### src/rtl/pose_integrator_pkg.sv
// Shared fixed-point constants and FSM encoding for the pose integrator.
// Sign-magnitude words: MSB is the sign, Q_WIDTH fractional bits.
package pose_integrator_pkg;
  localparam int N_WIDTH  = 17;
  localparam int Q_WIDTH  = 8;
  localparam int DT_SHIFT = 6;
  // round(pi * 2^Q_WIDTH), which is 804 at Q8
  localparam int PI_Q     = (3217 * (1 << Q_WIDTH)) / 1024;
  localparam int TWO_PI_Q = 2 * PI_Q;

  typedef enum logic [2:0] {
    S_IDLE  = 3'd0,
    S_ADD_X = 3'd1,
    S_ADD_Y = 3'd2,
    S_ADD_T = 3'd3,
    S_WRAP  = 3'd4,
    S_DONE  = 3'd5
  } state_t;
endpackage

### src/rtl/pose_integrator_sm_add_sat.sv
// Combinational sign-magnitude adder; same-sign sums saturate at the largest
// magnitude, and a zero result always comes out as +0.
module sm_add_sat #(
  parameter int N = 17
) (
  input  logic [N-1:0] i_a,
  input  logic [N-1:0] i_b,
  output logic [N-1:0] o_sum
);
  localparam int M = N - 1;

  logic [M:0]   w_add;
  logic [M-1:0] w_mag;
  logic         w_sgn;

  always_comb begin
    w_add = {1'b0, i_a[M-1:0]} + {1'b0, i_b[M-1:0]};
    w_mag = '0;
    w_sgn = 1'b0;
    if (i_a[M] == i_b[M]) begin
      w_mag = w_add[M] ? '1 : w_add[M-1:0];
      w_sgn = i_a[M];
    end else if (i_a[M-1:0] >= i_b[M-1:0]) begin
      w_mag = i_a[M-1:0] - i_b[M-1:0];
      w_sgn = i_a[M];
    end else begin
      w_mag = i_b[M-1:0] - i_a[M-1:0];
      w_sgn = i_b[M];
    end
    o_sum = {w_sgn & (|w_mag), w_mag};
  end
endmodule

### src/rtl/pose_integrator.sv
// Odometry pose integrator: one shared saturating adder, one axis per cycle.
// Define POSE_INTEGRATOR_THETA_WRAP_EN to wrap THETA into [-pi, pi] after each update.
module pose_integrator
  import pose_integrator_pkg::*;
#(
  parameter int N_WIDTH  = pose_integrator_pkg::N_WIDTH,
  parameter int DT_SHIFT = pose_integrator_pkg::DT_SHIFT
) (
  input  logic               POSE_INTEGRATOR_CLOCK_50,
  input  logic               POSE_INTEGRATOR_RESET_InHigh,
  input  logic               POSE_INTEGRATOR_SAMPLE_InHigh,
  input  logic               POSE_INTEGRATOR_LOAD_InHigh,
  input  logic [N_WIDTH-1:0] POSE_INTEGRATOR_VX_InBus,
  input  logic [N_WIDTH-1:0] POSE_INTEGRATOR_VY_InBus,
  input  logic [N_WIDTH-1:0] POSE_INTEGRATOR_WZ_InBus,
  input  logic [N_WIDTH-1:0] POSE_INTEGRATOR_INITX_InBus,
  input  logic [N_WIDTH-1:0] POSE_INTEGRATOR_INITY_InBus,
  input  logic [N_WIDTH-1:0] POSE_INTEGRATOR_INITTHETA_InBus,
  output logic [N_WIDTH-1:0] POSE_INTEGRATOR_X_OutBus,
  output logic [N_WIDTH-1:0] POSE_INTEGRATOR_Y_OutBus,
  output logic [N_WIDTH-1:0] POSE_INTEGRATOR_THETA_OutBus,
  output logic               POSE_INTEGRATOR_BUSY_OutHigh,
  output logic               POSE_INTEGRATOR_VALID_OutHigh,
  output logic               POSE_INTEGRATOR_OVERRUN_OutHigh
);
  localparam int M = N_WIDTH - 1;

  state_t             r_state;
  logic [N_WIDTH-1:0] r_vx, r_vy, r_wz;
  logic [N_WIDTH-1:0] r_x, r_y, r_th;
  logic               r_busy, r_valid, r_ovr;

  logic [N_WIDTH-1:0] w_acc, w_vel, w_inc, w_sum;
  logic [M-1:0]       w_inc_mag;

  // Operand mux for the shared adder; THETA is the default lane.
  always_comb begin
    w_acc = r_th;
    w_vel = r_wz;
    case (r_state)
      S_ADD_X: begin w_acc = r_x; w_vel = r_vx; end
      S_ADD_Y: begin w_acc = r_y; w_vel = r_vy; end
      default: begin w_acc = r_th; w_vel = r_wz; end
    endcase
  end

  assign w_inc_mag = w_vel[M-1:0] >> DT_SHIFT;
  assign w_inc     = {w_vel[M] & (|w_inc_mag), w_inc_mag};

  sm_add_sat #(.N(N_WIDTH)) u_add (
    .i_a  (w_acc),
    .i_b  (w_inc),
    .o_sum(w_sum)
  );

`ifdef POSE_INTEGRATOR_THETA_WRAP_EN
  logic [M-1:0] w_wrap_mag;
  assign w_wrap_mag = M'(TWO_PI_Q) - r_th[M-1:0];
`endif

  always_ff @(posedge POSE_INTEGRATOR_CLOCK_50 or posedge POSE_INTEGRATOR_RESET_InHigh) begin
    if (POSE_INTEGRATOR_RESET_InHigh) begin
      r_state <= S_IDLE;
      r_vx    <= '0;
      r_vy    <= '0;
      r_wz    <= '0;
      r_x     <= '0;
      r_y     <= '0;
      r_th    <= '0;
      r_busy  <= 1'b0;
      r_valid <= 1'b0;
      r_ovr   <= 1'b0;
    end else if (POSE_INTEGRATOR_LOAD_InHigh) begin
      // Load aborts any in-flight update and drops a coincident SAMPLE.
      r_state <= S_IDLE;
      r_x     <= POSE_INTEGRATOR_INITX_InBus;
      r_y     <= POSE_INTEGRATOR_INITY_InBus;
      r_th    <= POSE_INTEGRATOR_INITTHETA_InBus;
      r_busy  <= 1'b0;
      r_valid <= 1'b0;
      r_ovr   <= 1'b0;
    end else begin
      r_valid <= 1'b0;
      case (r_state)
        S_IDLE: begin
          if (POSE_INTEGRATOR_SAMPLE_InHigh) begin
            r_vx    <= POSE_INTEGRATOR_VX_InBus;
            r_vy    <= POSE_INTEGRATOR_VY_InBus;
            r_wz    <= POSE_INTEGRATOR_WZ_InBus;
            r_busy  <= 1'b1;
            r_state <= S_ADD_X;
          end
        end
        S_ADD_X: begin
          r_x     <= w_sum;
          r_state <= S_ADD_Y;
        end
        S_ADD_Y: begin
          r_y     <= w_sum;
          r_state <= S_ADD_T;
        end
        S_ADD_T: begin
          r_th    <= w_sum;
`ifdef POSE_INTEGRATOR_THETA_WRAP_EN
          r_state <= S_WRAP;
`else
          r_state <= S_DONE;
          r_valid <= 1'b1;
`endif
        end
`ifdef POSE_INTEGRATOR_THETA_WRAP_EN
        S_WRAP: begin
          if (r_th[M-1:0] > M'(PI_Q))
            r_th <= {~r_th[M] & (|w_wrap_mag), w_wrap_mag};
          r_state <= S_DONE;
          r_valid <= 1'b1;
        end
`endif
        S_DONE: begin
          r_busy  <= 1'b0;
          r_state <= S_IDLE;
        end
        default: r_state <= S_IDLE;
      endcase
      if (POSE_INTEGRATOR_SAMPLE_InHigh && (r_state != S_IDLE))
        r_ovr <= 1'b1;
    end
  end

  assign POSE_INTEGRATOR_X_OutBus        = r_x;
  assign POSE_INTEGRATOR_Y_OutBus        = r_y;
  assign POSE_INTEGRATOR_THETA_OutBus    = r_th;
  assign POSE_INTEGRATOR_BUSY_OutHigh    = r_busy;
  assign POSE_INTEGRATOR_VALID_OutHigh   = r_valid;
  assign POSE_INTEGRATOR_OVERRUN_OutHigh = r_ovr;
endmodule
### config.mk
export PLATFORM = sky130hd
export DESIGN_NAME = pose_integrator
export DESIGN_NICKNAME = d
export VERILOG_FILES = /design/src/rtl/pose_integrator_pkg.sv /design/src/rtl/pose_integrator_sm_add_sat.sv /design/src/rtl/pose_integrator.sv
export SDC_FILE = /design/constraint.sdc
export NUM_CORES = 1
export LEC_CHECK = 0
export BUFFER_PORTS_ARGS = -buffer_cell sky130_fd_sc_hd__buf_2
export CAP_MARGIN = 20
export CORE_MARGIN = 4
export CORE_UTILIZATION = 25
export CTS_CLUSTER_SIZE = 8
export DETAILED_ROUTE_END_ITERATION = 7
export PLACE_DENSITY_LB_ADDON = 0.12
export SLEW_MARGIN = 20
export SYNTH_ARGS = -nofsm -noshare
export SYNTH_HDL_FRONTEND = slang
export SYNTH_SLANG_ARGS = --single-unit
### constraint.sdc
create_clock -name POSE_INTEGRATOR_CLOCK_50 -period 13.35 [get_ports POSE_INTEGRATOR_CLOCK_50]
set_input_delay 0.6675 -clock POSE_INTEGRATOR_CLOCK_50 [delete_from_list [all_inputs] [get_ports POSE_INTEGRATOR_CLOCK_50]]
set_output_delay 0.6675 -clock POSE_INTEGRATOR_CLOCK_50 [all_outputs]
set_load 0.1 [all_outputs]
==> run_results.csv <==
group,metric,value,unit
logic_synthesis,synth_cell_type_count,72,
detailed_routing,dr.pass1.iters,5,
worst_setup_path,crit_family,"compound AO/OA/AOI/OAI gates",
final_layout,n_fill_cell,2854,
worst_hold_path,hp-class,"in -> async",
worst_setup_path,cp_max_fo,21,
worst_setup_path,path_class,"reg -> reg",
logic_synthesis,avgSynthCellArea,8.65,sq um
sta,hold_viol,0,
clock_network,numCtsBuffers,9,
global_route,grt_pass1_vias,6361,
global_route,grt_max_degree,105,
worst_setup_path,path_cells,"nor3b_4, buf_4, nor2_1, buf_4, a21oi_1, ha_1, nor2b_1, o311ai_0, a2111oi_0, o211ai_1, a22oi_2, and2_1, nor2_1, a22oi_1, a2111oi_2, nand4b_1, o21ai_1, a21oi_1",
logic_synthesis,dominantRegCellSynth,"dfrtp_1",
clock_network,hold_buffers,0,
die,rows,59,
global_route,grt_pass1_wl,37900,um
clock_network,h-tree-depth,3,
sta,fin_worst_skew,15.9,ps
logic_synthesis,syn_area,6580,sq um
sta,post-route-period-util,0.497,
logic_synthesis,synth_seq_cells,90,
final_layout,syn2layout_area_growth,20.2,%
global_route,antenna_found_initial,1,
clock_network,cts_root_buf,"clkbuf_16",
sta,rsz0062_at_grt,"no",
die,dieArea,29000,sq um
worst_setup_path,crit_slowest_cell,"a2111oi_0",
run,maxCapViolations,0,
worst_setup_path,required,13620,ps
clock_network,cts-resized-gates,0,
final_layout,antenna_cells,0,
worst_setup_path,path_buf_inv,2,
sta,tightest_slew,962,ps
worst_setup_path,max_stage_delay,810,ps
placed_design,hpwlAfterDp,18800,um
worst_setup_path,arrival,6900,ps
sta,fin_crit,6630,ps
sta,fmax,0.151,GHz
die,die-width,170,um
clock_network,postCtsSetupBuffers,0,
logic_synthesis,yosys_warnings,0,
sta,finalSetupViolations,0,
clock_network,cts_tree,"done",
worst_setup_path,setup.worst_path.start_class,"register",
logic_synthesis,synth_nets,897,
clock_network,clockBufferDepth,2,
logic_synthesis,syn-instance-count,761,
worst_setup_path,cp-end-kind,"register",
global_route,grtUsageTotal,0.168,
sta,relSlewSlack,0.359,
sta,setup_tns,0,ps
detailed_routing,drc_errors,0,
logic_synthesis,synth_seq_area_share,0.342,
power,finalPower,1.54,mW
die,fp.dieH,170,um
die,ios,160,
power,leakage,3.64,nW
detailed_routing,routed_via_density,5.02,
detailed_routing,via_count,6128,
final_layout,nNetsFinal,1016,
sta,drv_slew,0,
placed_design,io_buffers,141,
power,ir_worst_vdd,71.1,uV
placed_design,gp_congestion,0.880,
logic_synthesis,synth_edf_count,0,
global_route,grt_overflow,0,
final_layout,drive_gt1_frac,0.259,
clock_network,cts.clk_slew.worst_paths,70,ps
run_status,status,"finished, final reports clean",
detailed_routing,ant_nets,0,
die,initial_core_util,0.253,
logic_synthesis,synthArstFlopShare,1.00,
worst_setup_path,rrSetupSlack,6720,ps
die,core,26000,sq um
detailed_routing,first_iter_violations,277,
clock_network,cts_sinks,90,
detailed_routing,drt-total-wl,24500,um
power,p_per_area,195,nW/um^2
detailed_routing,wl_per_cell,20.1,um
clock_network,clock_latency,360,ps
## where the power goes
group	total, mW	internal (mW)	switching, mW
logic	0.930	0.283	0.646
registers	0.362	0.322	0.0393
clock network	0.251	0.129	0.122
total	1.54	0.735	0.808
## per-layer routing
layer  vias to the layer above  track usage  wire length (um)
li1                       2997            -                 -
met1                      2970        0.233             11700
met2                       137        0.272             11400
met3                        22       0.0274               986
met4                         2       0.0451               459
met5                         -            0                12
## cell type report
type / instances / area (sq um) / share of cell area
clock buffer: 10 / 229 / 0.0290
clock inverter: 6 / 48.8 / 0.00617
inverter: 37 / 140 / 0.0177
multi-input combinational: 586 / 4000 / 0.506
sequential: 90 / 2250 / 0.285
tap: 335 / 419 / 0.0530
timing repair buffer: 156 / 818 / 0.103
## per-stage QoR
step | hold WS, ps | std cells | utilization | instance area [sq um] | setup WS [ps]
finish | 417 | 1220 | 0.304 | 7910 | 6720
global placement | 491 | 1204 | 0.294 | 7630 | 6750
detailed placement | 488 | 1204 | 0.294 | 7630 | 6750
global route | 479 | 1220 | 0.304 | 7910 | 6340
CTS | 446 | 1220 | 0.304 | 7910 | 6700
floorplan | 470 | 761 | - | 6580 | 8350
## worst paths after layout
| path | start | end | cells past startpoint |
|---|---|---|---|
| max | r_state[1]$_DFFE_PP0P_ | POSE_INTEGRATOR_THETA_OutBus[16]$_DFFE_PP0P_ | 18 |
| min | POSE_INTEGRATOR_RESET_InHigh | POSE_INTEGRATOR_VALID_OutHigh$_DFF_PP0_ | 2 |
| max reg2reg | r_state[1]$_DFFE_PP0P_ | POSE_INTEGRATOR_THETA_OutBus[16]$_DFFE_PP0P_ | 18 |
| min reg2reg | r_vx[14]$_DFFE_PP0P_ | r_vx[14]$_DFFE_PP0P_ | 1 |
| max in group asynchronous | POSE_INTEGRATOR_RESET_InHigh | r_vx[7]$_DFFE_PP0P_ | 3 |
| min in group POSE_INTEGRATOR_CLOCK_50 | r_vx[14]$_DFFE_PP0P_ | r_vx[14]$_DFFE_PP0P_ | 1 |
## cell families (layout without fill, tap and decap cells)
group / Yosys count / count (layout) / synth area share
simple gates: 231 / 231 / 0.180
mux: 68 / 68 / 0.110
compound gates: 243 / 243 / 0.238
flops: 90 / 90 / 0.342
buf+inv: 85 / 209 / 0.0498
fa+ha+maj: 30 / 30 / 0.0605
xor+xnor: 14 / 14 / 0.0186
## synth_stat cells (9+ instances only)
cell,n,share of area
a21o_1,10,0.011
o21ai_0,57,0.043
nand2_1,69,0.039
ha_1,27,0.051
nand3_1,13,0.0099
mux2_2,37,0.063
or2_2,9,0.0086
nor2b_1,14,0.013
nor3_1,16,0.012
dfrtp_1,90,0.34
a21oi_1,80,0.061
mux2i_1,31,0.047
o22ai_1,9,0.0086
nand3b_1,9,0.010
and3_1,15,0.014
inv_1,37,0.021
clkbuf_1,37,0.021
nand2b_1,9,0.0086
a221o_1,9,0.014
nor2_1,52,0.030
xnor2_1,9,0.012
## sequential cells by signal, indices dropped and copies added, names as in the netlist
name / count
POSE_INTEGRATOR_Y_OutBus: 17
POSE_INTEGRATOR_X_OutBus: 17
r_wz: 11
r_state: 3
POSE_INTEGRATOR_THETA_OutBus: 17
r_vy: 11
POSE_INTEGRATOR_BUSY_OutHigh: 1
POSE_INTEGRATOR_OVERRUN_OutHigh: 1
POSE_INTEGRATOR_VALID_OutHigh: 1
r_vx: 11
## cell usage in the layout (no fill, tap or decap), types with 3 or more instances in the layout
cell       netlist  routed
buf_2            6     141
o22a_1           5       5
o211ai_1         5       5
and3_1          15      15
a22o_1           3       3
a31oi_1          4       4
mux2_2          37      37
a211o_1          3       3
o21ai_0         57      57
buf_4            0      15
a221o_1          9       9
xor2_1           5       5
a22oi_1          6       6
ha_1            27      27
xnor2_1          9       9
fa_1             3       3
o221ai_1         4       4
dfrtp_1         90      90
mux2i_1         31      31
nand4b_1         3       3
o21bai_1         5       5
a21oi_1         80      80
nand2_1         69      69
a21o_1          10      10
nand4_1          4       4
or2_2            9       9
and2_1           3       3
a211oi_1         5       5
a221oi_1         4       4
nor2b_1         14      14
nand3_1         13      13
o22ai_1          9       9
nand3b_1         9       9
nor3_1          16      16
nand2b_1         9       9
o21ai_1          6       6
inv_1           37      36
clkbuf_16        0       9
nor2_1          52      52
No activity file was read; power rests on OpenSTA's default activity.
